--- src/rtl/pipeline_hazard_ctrl.sv ---
// Central stall/flush scheduler for the 5-stage pipeline: fixed-priority hazard
// resolution, PC redirect strobe, stale-fetch drop tracking and perf counters.
module pipeline_hazard_ctrl #(
   parameter int PC_W  = 64,
   parameter int CNT_W = 32
) (
   input  logic             clock,
   input  logic             reset,
   input  logic             id_load_stall,
   input  logic             id_redirect,
   input  logic [PC_W-1:0]  id_redirect_pc,
   input  logic             ex_busy,
   input  logic             mem_busy,
   input  logic             if_req_busy,
   input  logic             if_resp_valid,
   output logic             pc_stall,
   output logic             if_id_stall,
   output logic             if_id_flush,
   output logic             id_ex_stall,
   output logic             id_ex_bubble,
   output logic             ex_mem_stall,
   output logic             ex_mem_bubble,
   output logic             mem_wb_bubble,
   output logic             pc_redirect,
   output logic [PC_W-1:0]  pc_redirect_target,
   output logic             if_drop_resp,
   output logic             drop_pending,
   output logic [CNT_W-1:0] stall_cnt,
   output logic [CNT_W-1:0] flush_cnt
);

   typedef enum logic [0:0] {RUN = 1'b0, DROP = 1'b1} state_t;

   state_t           state;
   logic [CNT_W-1:0] stall_q;
   logic [CNT_W-1:0] flush_q;
   logic             in_run;

   assign in_run = (state == RUN);

   // Priority chain: back-end busy wins over ID hazards; ID requests are
   // ignored while draining a stale fetch because ID then holds a bubble.
   always_comb begin
      pc_stall           = 1'b0;
      if_id_stall        = 1'b0;
      if_id_flush        = 1'b0;
      id_ex_stall        = 1'b0;
      id_ex_bubble       = 1'b0;
      ex_mem_stall       = 1'b0;
      ex_mem_bubble      = 1'b0;
      mem_wb_bubble      = 1'b0;
      pc_redirect        = 1'b0;
      pc_redirect_target = '0;
      if_drop_resp       = 1'b0;
      drop_pending       = 1'b0;
      stall_cnt          = '0;
      flush_cnt          = '0;
      if (!reset) begin
         if (mem_busy) begin
            pc_stall      = 1'b1;
            if_id_stall   = 1'b1;
            id_ex_stall   = 1'b1;
            ex_mem_stall  = 1'b1;
            mem_wb_bubble = 1'b1;
         end else if (ex_busy) begin
            pc_stall      = 1'b1;
            if_id_stall   = 1'b1;
            id_ex_stall   = 1'b1;
            ex_mem_bubble = 1'b1;
         end else if (in_run && id_load_stall) begin
            pc_stall      = 1'b1;
            if_id_stall   = 1'b1;
            id_ex_bubble  = 1'b1;
         end else if (in_run && id_redirect) begin
            pc_redirect        = 1'b1;
            pc_redirect_target = id_redirect_pc;
            if_id_flush        = 1'b1;
         end
         if_drop_resp = !in_run && if_resp_valid;
         drop_pending = !in_run;
         stall_cnt    = stall_q;
         flush_cnt    = flush_q;
      end
   end

   // A redirect accepted while the old-path fetch is still outstanding must
   // discard that response when it eventually arrives.
   always_ff @(posedge clock) begin
      if (reset) begin
         state   <= RUN;
         stall_q <= '0;
         flush_q <= '0;
      end else begin
         if (pc_stall)
            stall_q <= stall_q + CNT_W'(1);
         if (pc_redirect)
            flush_q <= flush_q + CNT_W'(1);
         case (state)
            RUN:     if (pc_redirect && if_req_busy && !if_resp_valid) state <= DROP;
            DROP:    if (if_resp_valid) state <= RUN;
            default: state <= RUN;
         endcase
      end
   end

endmodule

--- config.mk ---
export PLATFORM = sky130hd
export DESIGN_NAME = pipeline_hazard_ctrl
export DESIGN_NICKNAME = d
export VERILOG_FILES = /design/src/rtl/pipeline_hazard_ctrl.sv
export SDC_FILE = /design/constraint.sdc
export NUM_CORES = 1
export LEC_CHECK = 0
export CORE_UTILIZATION = 40
export CTS_CLUSTER_DIAMETER = 80
export DETAILED_ROUTE_END_ITERATION = 6
export GPL_TIMING_DRIVEN = 0
export PLACE_DENSITY = 0.81
export SLEW_MARGIN = 10
export SYNTH_ARGS = -nofsm -noshare
export SYNTH_HDL_FRONTEND = slang
export SYNTH_SLANG_ARGS = --single-unit
--- constraint.sdc ---
create_clock -name clock -period 4.4 [get_ports clock]
set_clock_uncertainty 0.2 [all_clocks]
set_input_delay 1.32 -clock clock [delete_from_list [all_inputs] [get_ports clock]]
set_output_delay 1.32 -clock clock [all_outputs]
set_load 0.005 [all_outputs]
# Word level (Yosys, flattened, before mapping)
# Index checks and enable logic that the tools add are counted.
[op_classes]
div_mod_pow = 0
multipliers = 0
n_shift = 0
n_reduce_logical = 6
n_lt_le_gt_ge = 0
muxes = 31
bitwise = 1
n_eq_ne = 0
n_addsub = 2
[ops]
columns = ["cell", "n"]
rows = [
  ["64-bit two-way mux", 5],
  ["32-bit by 1-bit adder with 32-bit output, second input constant", 2],
  ["32-bit two-way mux", 2],
  ["1-bit two-way mux", 23],
  ["1-bit logical AND", 5],
  ["1-bit one-hot mux with 2 select lines", 1],
  ["1-bit zero test", 1],
  ["1-bit NOT", 1],
]
[totals]
latch_bits = 0
ff_bits = 65
memories = 0
ramBits = 0
mem_bits_ro = 0
out_inout_bits = 139
in_bits = 72
word_cells = 43

# Logic depth before layout (Yosys ltp)
# Gate-level depths: netlist of the first run.
[depth]
depth_word = 11
mapped_depth = 7
depth_no_buf = 5

# Worst setup path before layout of the first run
# OpenSTA, ideal clock, no wires.
[synth_timing]
kind = "input-to-output"
from = "input reset"
to = "output pc_stall"
path_slack_ps = 283
path_stages = 6
required_ps = 2880
path_buffers = 5
t_arrival_ps = 2597
path_cell_list = "buf_2 > clkbuf_1 > buf_1 > clkbuf_1 > a21oi_1 > buf_4"
[synth_between]
elab_chain_len = 1
[synth_lines]
columns = ["element", "line_no", "source"]
rows = [
  ["start: declaration", "8", "input logic reset,"],
  ["1-bit two-way mux", "--", ""],
  ["end: declaration", "16", "output logic pc_stall,"],
]
# Every way passes these cells.

# Final worst setup path of the first run
[layout_timing]
from = "input ex_busy"
to = "output pc_redirect_target[43]"
[layout_between]
elab_chain_len = 3
[layout_lines]
columns = ["element", "line_no", "source"]
rows = [
  ["start: declaration", "12", "input logic ex_busy,"],
  ["64-bit two-way mux", "65", "end else if (ex_busy) begin"],
  ["64-bit two-way mux", "59", "if (mem_busy) begin"],
  ["64-bit two-way mux", "58", "if (!reset) begin"],
  ["end: declaration", "25", "output logic [PC_W-1:0] pc_redirect_target,"],
]
# Every way passes these cells.

==> results of run 1 <==
-- synth_stat cells, types with 2 or more instances --
| master | count | area (µm²) |
|---|---|---|
| mux2_1 | 24 | 270 |
| xor2_1 | 11 | 96.3 |
| ha_1 | 2 | 25.0 |
| mux2_2 | 6 | 67.6 |
| nor2_1 | 64 | 240 |
| nor2b_1 | 55 | 344 |
| and4_1 | 12 | 105 |
| and2_1 | 4 | 25.0 |
| inv_1 | 12 | 45.0 |
| nand3_1 | 19 | 95.1 |
| and3_1 | 69 | 432 |
| a211oi_1 | 3 | 22.5 |
| buf_1 | 6 | 22.5 |
| nand4_1 | 25 | 156 |
| nand2_1 | 12 | 45.0 |
| or4_1 | 4 | 30.0 |
| nor3_1 | 10 | 50.1 |
| o2111ai_1 | 2 | 17.5 |
| xnor2_1 | 7 | 61.3 |
| clkbuf_1 | 27 | 101 |
| a21oi_1 | 18 | 90.1 |
| nor4_1 | 9 | 56.3 |
| or3_1 | 8 | 50.1 |
| buf_2 | 10 | 50.1 |
| buf_4 | 3 | 22.5 |
| o21ai_0 | 10 | 50.1 |
| dfxtp_1 | 65 | 1300 |
| o31ai_1 | 4 | 30.0 |
-- layout by cell type, fill, tap and decap left out, types with 19 or more instances in the layout --
cell and count:
nor2_1 62, nand3_1 19, clkdlybuf4s50_1 141, mux2_1 24, clkbuf_8 19, nand4_1 25
dlygate4sd2_1 57, dfxtp_1 65, nor2b_1 55, and3_1 67
-- power by group through the flow --
| stage | Sequential, W | Combinational [W] | Clock (W) |
|---|---|---|---|
| finish | 0.000596 | 0.000175 | 0.000510 |
| global route | 0.000596 | 0.000189 | 0.000535 |
| CTS | 0.000596 | 0.000170 | 0.000514 |
| detailed placement | 0.000609 | 0.000161 | 0 |
| global placement | 0.000609 | 0.000159 | 0 |
| floorplan | 0.000608 | 0.0000550 | 0 |
-- worst paths after layout --
check	startpoint	cells after the start	to	slack, ps
worst max-delay path	ex_busy	7	pc_redirect_target[43]	-40
worst max register to register	state	8	flush_q[16]	1750
worst min register to register	flush_q[14]	2	flush_q[14]	290
worst min-delay path	flush_q[14]	2	flush_q[14]	290
-- cell type report --
type / instances / area [µm²]
timing repair buffer: 220 / 2120
fill: 862 / 3140
tap: 133 / 166
buffer: 44 / 315
clock inverter: 3 / 40.0
multi-input combinational: 394 / 2540
clock buffer: 12 / 155
sequential: 65 / 1300
inverter: 12 / 45.0
-- cells by family (layout without fill, tap and decap cells) --
family,Yosys count,after routing,share of synthesized area
buffers and inverters,58,291,0.0595
muxes,31,31,0.0857
xor gates and xnor gates,18,18,0.0388
DFF,65,65,0.321
adders and majority gates,2,2,0.00616
and+or+nand+nor,301,301,0.427
AOI/OAI and AO/OA,42,42,0.0623
-- through the flow --
| stage | util | power [W] | instance area, µm² | std cells |
|---|---|---|---|---|
| floorplan | - | 0.000663 | 4060 | 517 |
| global placement | 0.643 | 0.000768 | 6320 | 859 |
| detailed placement | 0.643 | 0.000770 | 6320 | 859 |
| CTS | 0.676 | 0.00128 | 6630 | 880 |
| global route | 0.681 | 0.00132 | 6680 | 883 |
| finish | 0.681 | 0.00128 | 6680 | 883 |
-- metal layers --
layer,GRT usage,vias up
met5,0,-
met4,0.108,0
met3,0.0692,37
met2,0.500,240
met1,0.318,2249
li1,-,2279
-- worst max-delay path, cell delays in order --
cell and delay, ps:
clkdlybuf4s15_2 270, nor2_4 130, clkbuf_8 180, buf_4 160, buf_4 160, and3_4 200
clkdlybuf4s50_1 500
-- registers in the layout (all words and copies together) (netlist names) --
signal   flops
flush_q     32
stall_q     32
state        1
-- timing repair --
item                                    4_1_cts  5_1_grt
setup buffers                                 7        3
hold buffers                                  0        0
endpoints found under the setup margin      106       39
gates cloned                                  1        0
pin swaps                                     2        1
resized for setup                           114       20
==> flow_results.org, run 1 <==
** Detailed routing
- In the routed layout, each cell is associated on average with a via count of 5.44.
- The final route contains 4,805 vias.
- In the final routing, the length of wire on met1 measures 5700 µm.
- Drt first pass iters :: 5
- Top Metal Used :: met4
- Antenna viol nets, final :: 0
- In the routed design, unresolved DRC markers number 0.
- The final layout contains routed wiring with a total length of 14,800 µm.
- Amount of wire on met3 after detailed routing :: 1130 µm
- For this block, the initial DRC count from the detailed router was 360.
- Dividing the detail-routed wire length by the instance count gives 16.7 µm.
- Met2 Routed Length :: 7520 µm

** Timing
- For the finished layout, the period the worst path requires is 4440 ps.
- Setup violations remaining at the end of the flow were counted as 1.
- Portion of the clock cycle consumed by the worst path in the final layout :: 1.01
- Across all setup checks in the final design, the least slack found is -41.2 ps.
- At the pin with the least slew margin, the transition time is 598 ps.
- Headroom to the max-slew limit came out at 0.601.
- Summed over all failing endpoints, the final setup total negative slack is -41.2 ps.
- Hold violation total from the final report :: 0
- For this run, the top clock speed supported by timing is 0.225 GHz.
- Setup repair after global routing could not meet its margin everywhere.
- Final hold slack :: approximately 300 ps
- The max-slew violation total from the final report came to 0.

** Finish
- Post-synthesis to final-layout area growth :: 64.7%
- Share of cells above drive strength 1 :: 0.101
- The repair_antennas step left the layout with diodes totalling 0.
- At the end of the flow, the number of nets in the layout was 820.

** Die
- The core region is about 0.0098 mm².
- Measured along the x axis, the die boundary spans 103 µm.
- For this configuration, the core starts out at a cell density of 0.413.
- Standard-cell row count :: 36
- Full die area :: 0.0106 mm²
- Die span in y :: 103 µm
- For this design the top-level I/O count stands at 211.

** Power and ir drop
- For this design the static power due to leakage is slightly above 3 nW.
- Switching power :: 0.000300 W
- Of the total power, the share spent switching nets is 0.235.
- Power density cells :: 192 mW/mm²
- Of the total power, registers draw 0.465.
- Highest ir drop seen on vdd :: 0.135 mV
- The share of total power dissipated in combinational logic is 0.136.
- Clock power frac :: 0.398
- Internal power comes to 0.000980 W.

** Clock tree
- The clock reaches the later pin of the worst-skew pair after about 350 ps.
- Clock tree synthesis found a total of 65 sinks.
- CTS root buffer :: clkbuf_8
- Clock slew seen by the registers of the worst setup and hold paths :: roughly 60 ps
- CTS Buf Count :: 9
- Buffers from clock root to sink, at most :: 2
- TritonCTS clock tree :: built
- In this run the number of H-tree levels came out at 3.

** Worst setup path
- The critical path is of the in -> out type.
- Required time worst endpoint :: 2880 ps
- STA classifies the critical path endpoint as a primary output.
- Data arrival at the endpoint of the critical path :: 2920 ps
- The worst setup path is launched from an input pin.
- Maximum fanout along the worst path :: 10

** Outcome
- The checks that failed: setup timing.
- The run finished, with violations left.

** Synth
- In the synthesized netlist the dominant register cell turns out to be dfxtp_1.
- Number of synthesized register bits :: 65
- Yosys printed 0 warnings.
- In this run the mean area of a mapped cell was about 7.9 µm².
- Net Count, Synth :: 591
- For this run, the register share of the synthesized area comes to 0.321.
- Number of enable flip-flop cells after synthesis :: 0
- Count of mapped cells out of synthesis :: about 520
- Netlist area before placement :: 0.00406 mm²
- Yosys mapped the design onto 44 distinct sky130hd cell types.
- In the synthesized netlist the async set-or-reset flop fraction comes to 0.

** Global routing
- The total overflow left after global routing is 0.
- Entering global routing, the biggest net connects 20 pins.
- The via count of the first global-routing pass is 4,623.
- The number of antenna violations at the first check in global routing is 0.
- The first global-routing pass estimated around 23,000 µm of wire.
- Total routing resource utilization after global routing :: 0.279

** Place
- Half-perimeter wire length after detailed placement :: 11,300 µm
- Place WS :: -1070 ps
- Routability-driven placement congestion ratio :: 0.868
- Port-buffer cells :: 209

** Job
- Maximum Capacitance Violations :: 0

** Min path
- The min-delay analysis places its worst path in the category reg -> reg.
Note: power is estimated with default switching activity, not from simulation.
==> run 2: changes to the inputs <==
--- a/config.mk
+++ b/config.mk
@@ -5,6 +5,7 @@
 export SDC_FILE = /design/constraint.sdc
 export NUM_CORES = 1
 export LEC_CHECK = 0
+export ABC_AREA = 0
 export CORE_UTILIZATION = 40
 export CTS_CLUSTER_DIAMETER = 80
 export DETAILED_ROUTE_END_ITERATION = 6
==> results of run 2 <==
Same layout as run 1: the final DEF is identical, and so are final timing and power.
==> run 3: changes to the inputs <==
--- a/config.mk
+++ b/config.mk
@@ -9,8 +9,8 @@
 export CORE_UTILIZATION = 40
 export CTS_CLUSTER_DIAMETER = 80
 export DETAILED_ROUTE_END_ITERATION = 6
+export DONT_BUFFER_PORTS = 1
 export GPL_TIMING_DRIVEN = 0
-export PLACE_DENSITY = 0.81
 export SLEW_MARGIN = 10
 export SYNTH_ARGS = -nofsm -noshare
 export SYNTH_HDL_FRONTEND = slang
==> run 3 against run 2 <==
The run now ends clean. Fmax up 4.8%. Cell count decreased by 25%. Register-to-register slack better by 210 ps. Sequential share of layout area increased by 10 points. Sequential power is essentially flat. Critical path depth shrank 2. First-iteration DRC count shrank 49%. Power down 13%. Clock-buffer cell count fell by 1.
==> flow_results.org, run 3 (synthesized netlist as in run 1, its figures left out) <==
** Finish
- Layout Nets :: 601 (-27%)
- The non-filler instance count after layout was 662 (-25%).
- The largest registers in the layout are flush_q x32, stall_q x32, state x1.
- The count of filler cells inserted in the layout was 1,025 (+19%).
- Leaving out fill and tap cells, the most frequent cell in the layout is and3_1.
- Total area of sequential cells :: 0.00130 mm² (unchanged)
- Leading cell types in the layout, fill and taps excluded :: 69 x and3_1, 65 x dfxtp_1, 64 x nor2_1, 55 x nor2b_1, 25 x nand4_1
- Total non-filler cell area in the finished layout :: 0.00439 mm² (-34%)
- Relative to the synthesized area, the layout overhead comes to 8.11%.
- Footprint of the multi-input gates :: 0.00252 mm² (-1.0%)
- The final design utilization came to 0.447 (-0.234).
- The share of cells above drive strength 1 is 0.0833 (-0.0180).

** Global routing
- Busiest metal layer after global routing :: met2
- The met2 routing resource usage after global routing is 0.445 (-0.0554).
- Met3 demand-to-capacity share in global routing :: 0.0624 (-0.00678)
- The remaining global-route overflow came to 0 (unchanged).
- The via count of the first global-routing pass is 3,455 (-25%).
- Antenna violations before repair :: 1 (+1)
- First-pass GRT wire length :: 19,000 µm (-16%)
- Largest net degree at the start of global routing :: 11 (-45%)
- Total routing resource utilization after global routing :: 0.245 (-0.0339)
- The global-route track usage on met1 was 0.273 (-0.0447).

** Worst setup path
- The number of cells traversed by the worst register-to-register path was 6 (-2).
- The worst setup path is captured at a primary output.
- By startpoint and endpoint, the worst setup path is classified as in -> out.
- Maximum fanout along the worst path :: 10 (unchanged)
- Reg2reg end :: flush_q[18]
- The critical path required time came to 2880 ps (about the same).
- Data arrival at the endpoint of the critical path :: 2720 ps (-200 ps)
- In this run the critical register-to-register path is launched from flush_q[0].
- The worst setup path is launched from an input pin.
- The reg-to-reg setup timing slack came to 1960 ps (+210 ps).

** Power and ir drop
- The static leakage is 1.81 nW (-41%).
- The final total power was 0.00111 W (-13%).
- The power per cell area came to 253 mW/mm² (+32%).
- The largest voltage drop on the vdd net came to 0.111 mV (-18%).

** Die
- I/O pin count :: 211 (unchanged)
- The effective utilization at floorplan came to 0.413 (unchanged).
- Horizontal die dimension :: 103 µm (unchanged)
- Standard-cell row count :: 36 (unchanged)
- The overall die height came to 103 µm (unchanged).
- Full die area :: 0.0106 mm² (unchanged)
- Area inside the core boundary :: 0.00982 mm² (unchanged)

** Timing
- Hold violation total from the final report :: 0 (unchanged)
- Transition at the pin with the smallest max-transition slack :: 581 ps (-17.0 ps)
- Post-layout worst setup margin :: 163 ps (+204 ps)
- Final Slew Violations :: 0 (unchanged)
- Setup repair after global routing missed its margin :: no
- The relative slew slack came to 0.613 (+0.0113).
- The minimum period implied by the final worst setup slack was 4240 ps (-204 ps).
- The maximum clock frequency is 0.236 GHz (+4.8%).
- The final count of negative-setup-slack endpoints is 0 (-1).
- Portion of the clock cycle consumed by the worst path in the final layout :: 0.963 (-0.0464)

** Detailed routing
- Detailed-route vias per instance :: 5.85 (+7.5%)
- Post-DR wirelength/cell :: 20.2 µm (+21%)
- The number of DRC violations after detailed-routing iteration 0 came to 184 (-49%).
- Antenna viol nets, final :: 0 (unchanged)
- The routed wire length is 13,400 µm (-9.5%).
- The total iterations of the first detailed-routing run is 5 (unchanged).
- Vias :: 3,872 (-19%)
- Remaining DRCs :: 0 (unchanged)

** Place
- Half-perimeter wire length after detailed placement :: 10,600 µm (-6.2%)
- Port-buffer cells :: 0 (-100%)
- Cell area after placement :: 0.00423 mm² (-33%)
- The final weighted congestion in routability-driven placement came to 0.954 (+9.9%).
- The post-placement setup slack is -351 ps (+719 ps).
- The number of placed cells counting well taps is 650 (-24%).

** Min path
- The hold path depth was 2 (unchanged).
- The worst hold path terminates at stall_q[13].
- The min-delay analysis places its worst path in the category reg -> reg.
- In this run the most critical hold path is launched from stall_q[13].

** Job
- Maximum Capacitance Violations :: 0 (unchanged)

** Outcome
- Run status :: complete, no violations

** Clock tree
- The tree is rooted in a clkbuf_8.
- TritonCTS clock tree :: built
- The post-cts hold buffer count is 0 (unchanged).
- The maximum count of clock buffers along a single path is 2 (unchanged).
- The number of buffers created by CTS is 9 (unchanged).
- The insertion delay to the later sink of the worst-skew pair is 340 ps (about the same).
- # H-tree levels :: 3 (unchanged)
- The clock net sink count was 65 (unchanged).
- The clock-pin slew reported for the worst setup and hold paths after clock tree synthesis is 60 ps (about the same).
==> run 3: worst max-delay path: stages <==
cell and delay [ps]:
buf_2 170, nor4b_4 350, buf_2 290, clkbuf_2 270, and3_1 310
==> run 3: per-stage QoR <==
| step | TNS (ps) | hold WS (ps) |
|---|---|---|
| 3_5_place_dp | -2370 | 274 |
| 4_1_cts | 0 | 286 |
| 3_3_place_gp | -1880 | 262 |
| 2_1_floorplan | 0 | 249 |
| 5_1_grt | 0 | 319 |
| 6_report | 0 | 289 |
==> run 3: how the worst max path moves through the flow <==
stage | depth (start not counted) | slack, ps | start | to
2_1_floorplan | 6 | 280 | reset | pc_stall
3_3_place_gp | 6 | -320 | reset | pc_stall
3_5_place_dp | 6 | -350 | reset | pc_stall
4_1_cts | 5 | 110 | reset | pc_redirect_target[4]
5_1_grt | 5 | 40 | reset | pc_redirect_target[51]
6_report | 5 | 160 | reset | pc_redirect_target[4]
==> run 3: report_power, final <==
part	leakage [nW]	switching [W]	internal [W]	total, W
Sequential	0.524	0.00000477	0.000591	0.000596
Clock	0.0830	0.000214	0.000222	0.000436
Combinational	1.20	0.0000559	0.0000217	0.0000776
==> run 3: cell type report <==
type / count / area share
clock buffer: 11 / 0.0345
buffer: 45 / 0.0456
tap: 133 / 0.0379
clock inverter: 1 / 0.00114
sequential: 65 / 0.297
antenna: 1 / 0.000570
multi-input combinational: 394 / 0.573
inverter: 12 / 0.0103
==> run 3: what timing repair did <==
item | 4_1_cts | 5_1_grt
gates resized for setup | 6 | 0
endpoints found under the setup margin | 26 | 13
pin swaps | 0 | 0
setup buffers | 0 | 0
==> run 3: layer usage <==
layer,share of wire,vias up,wire length (µm)
li1,-,1842,-
met1,0.39,1851,5210
met2,0.51,161,6870
met3,0.068,18,906
met4,0.028,0,376
met5,0,-,0
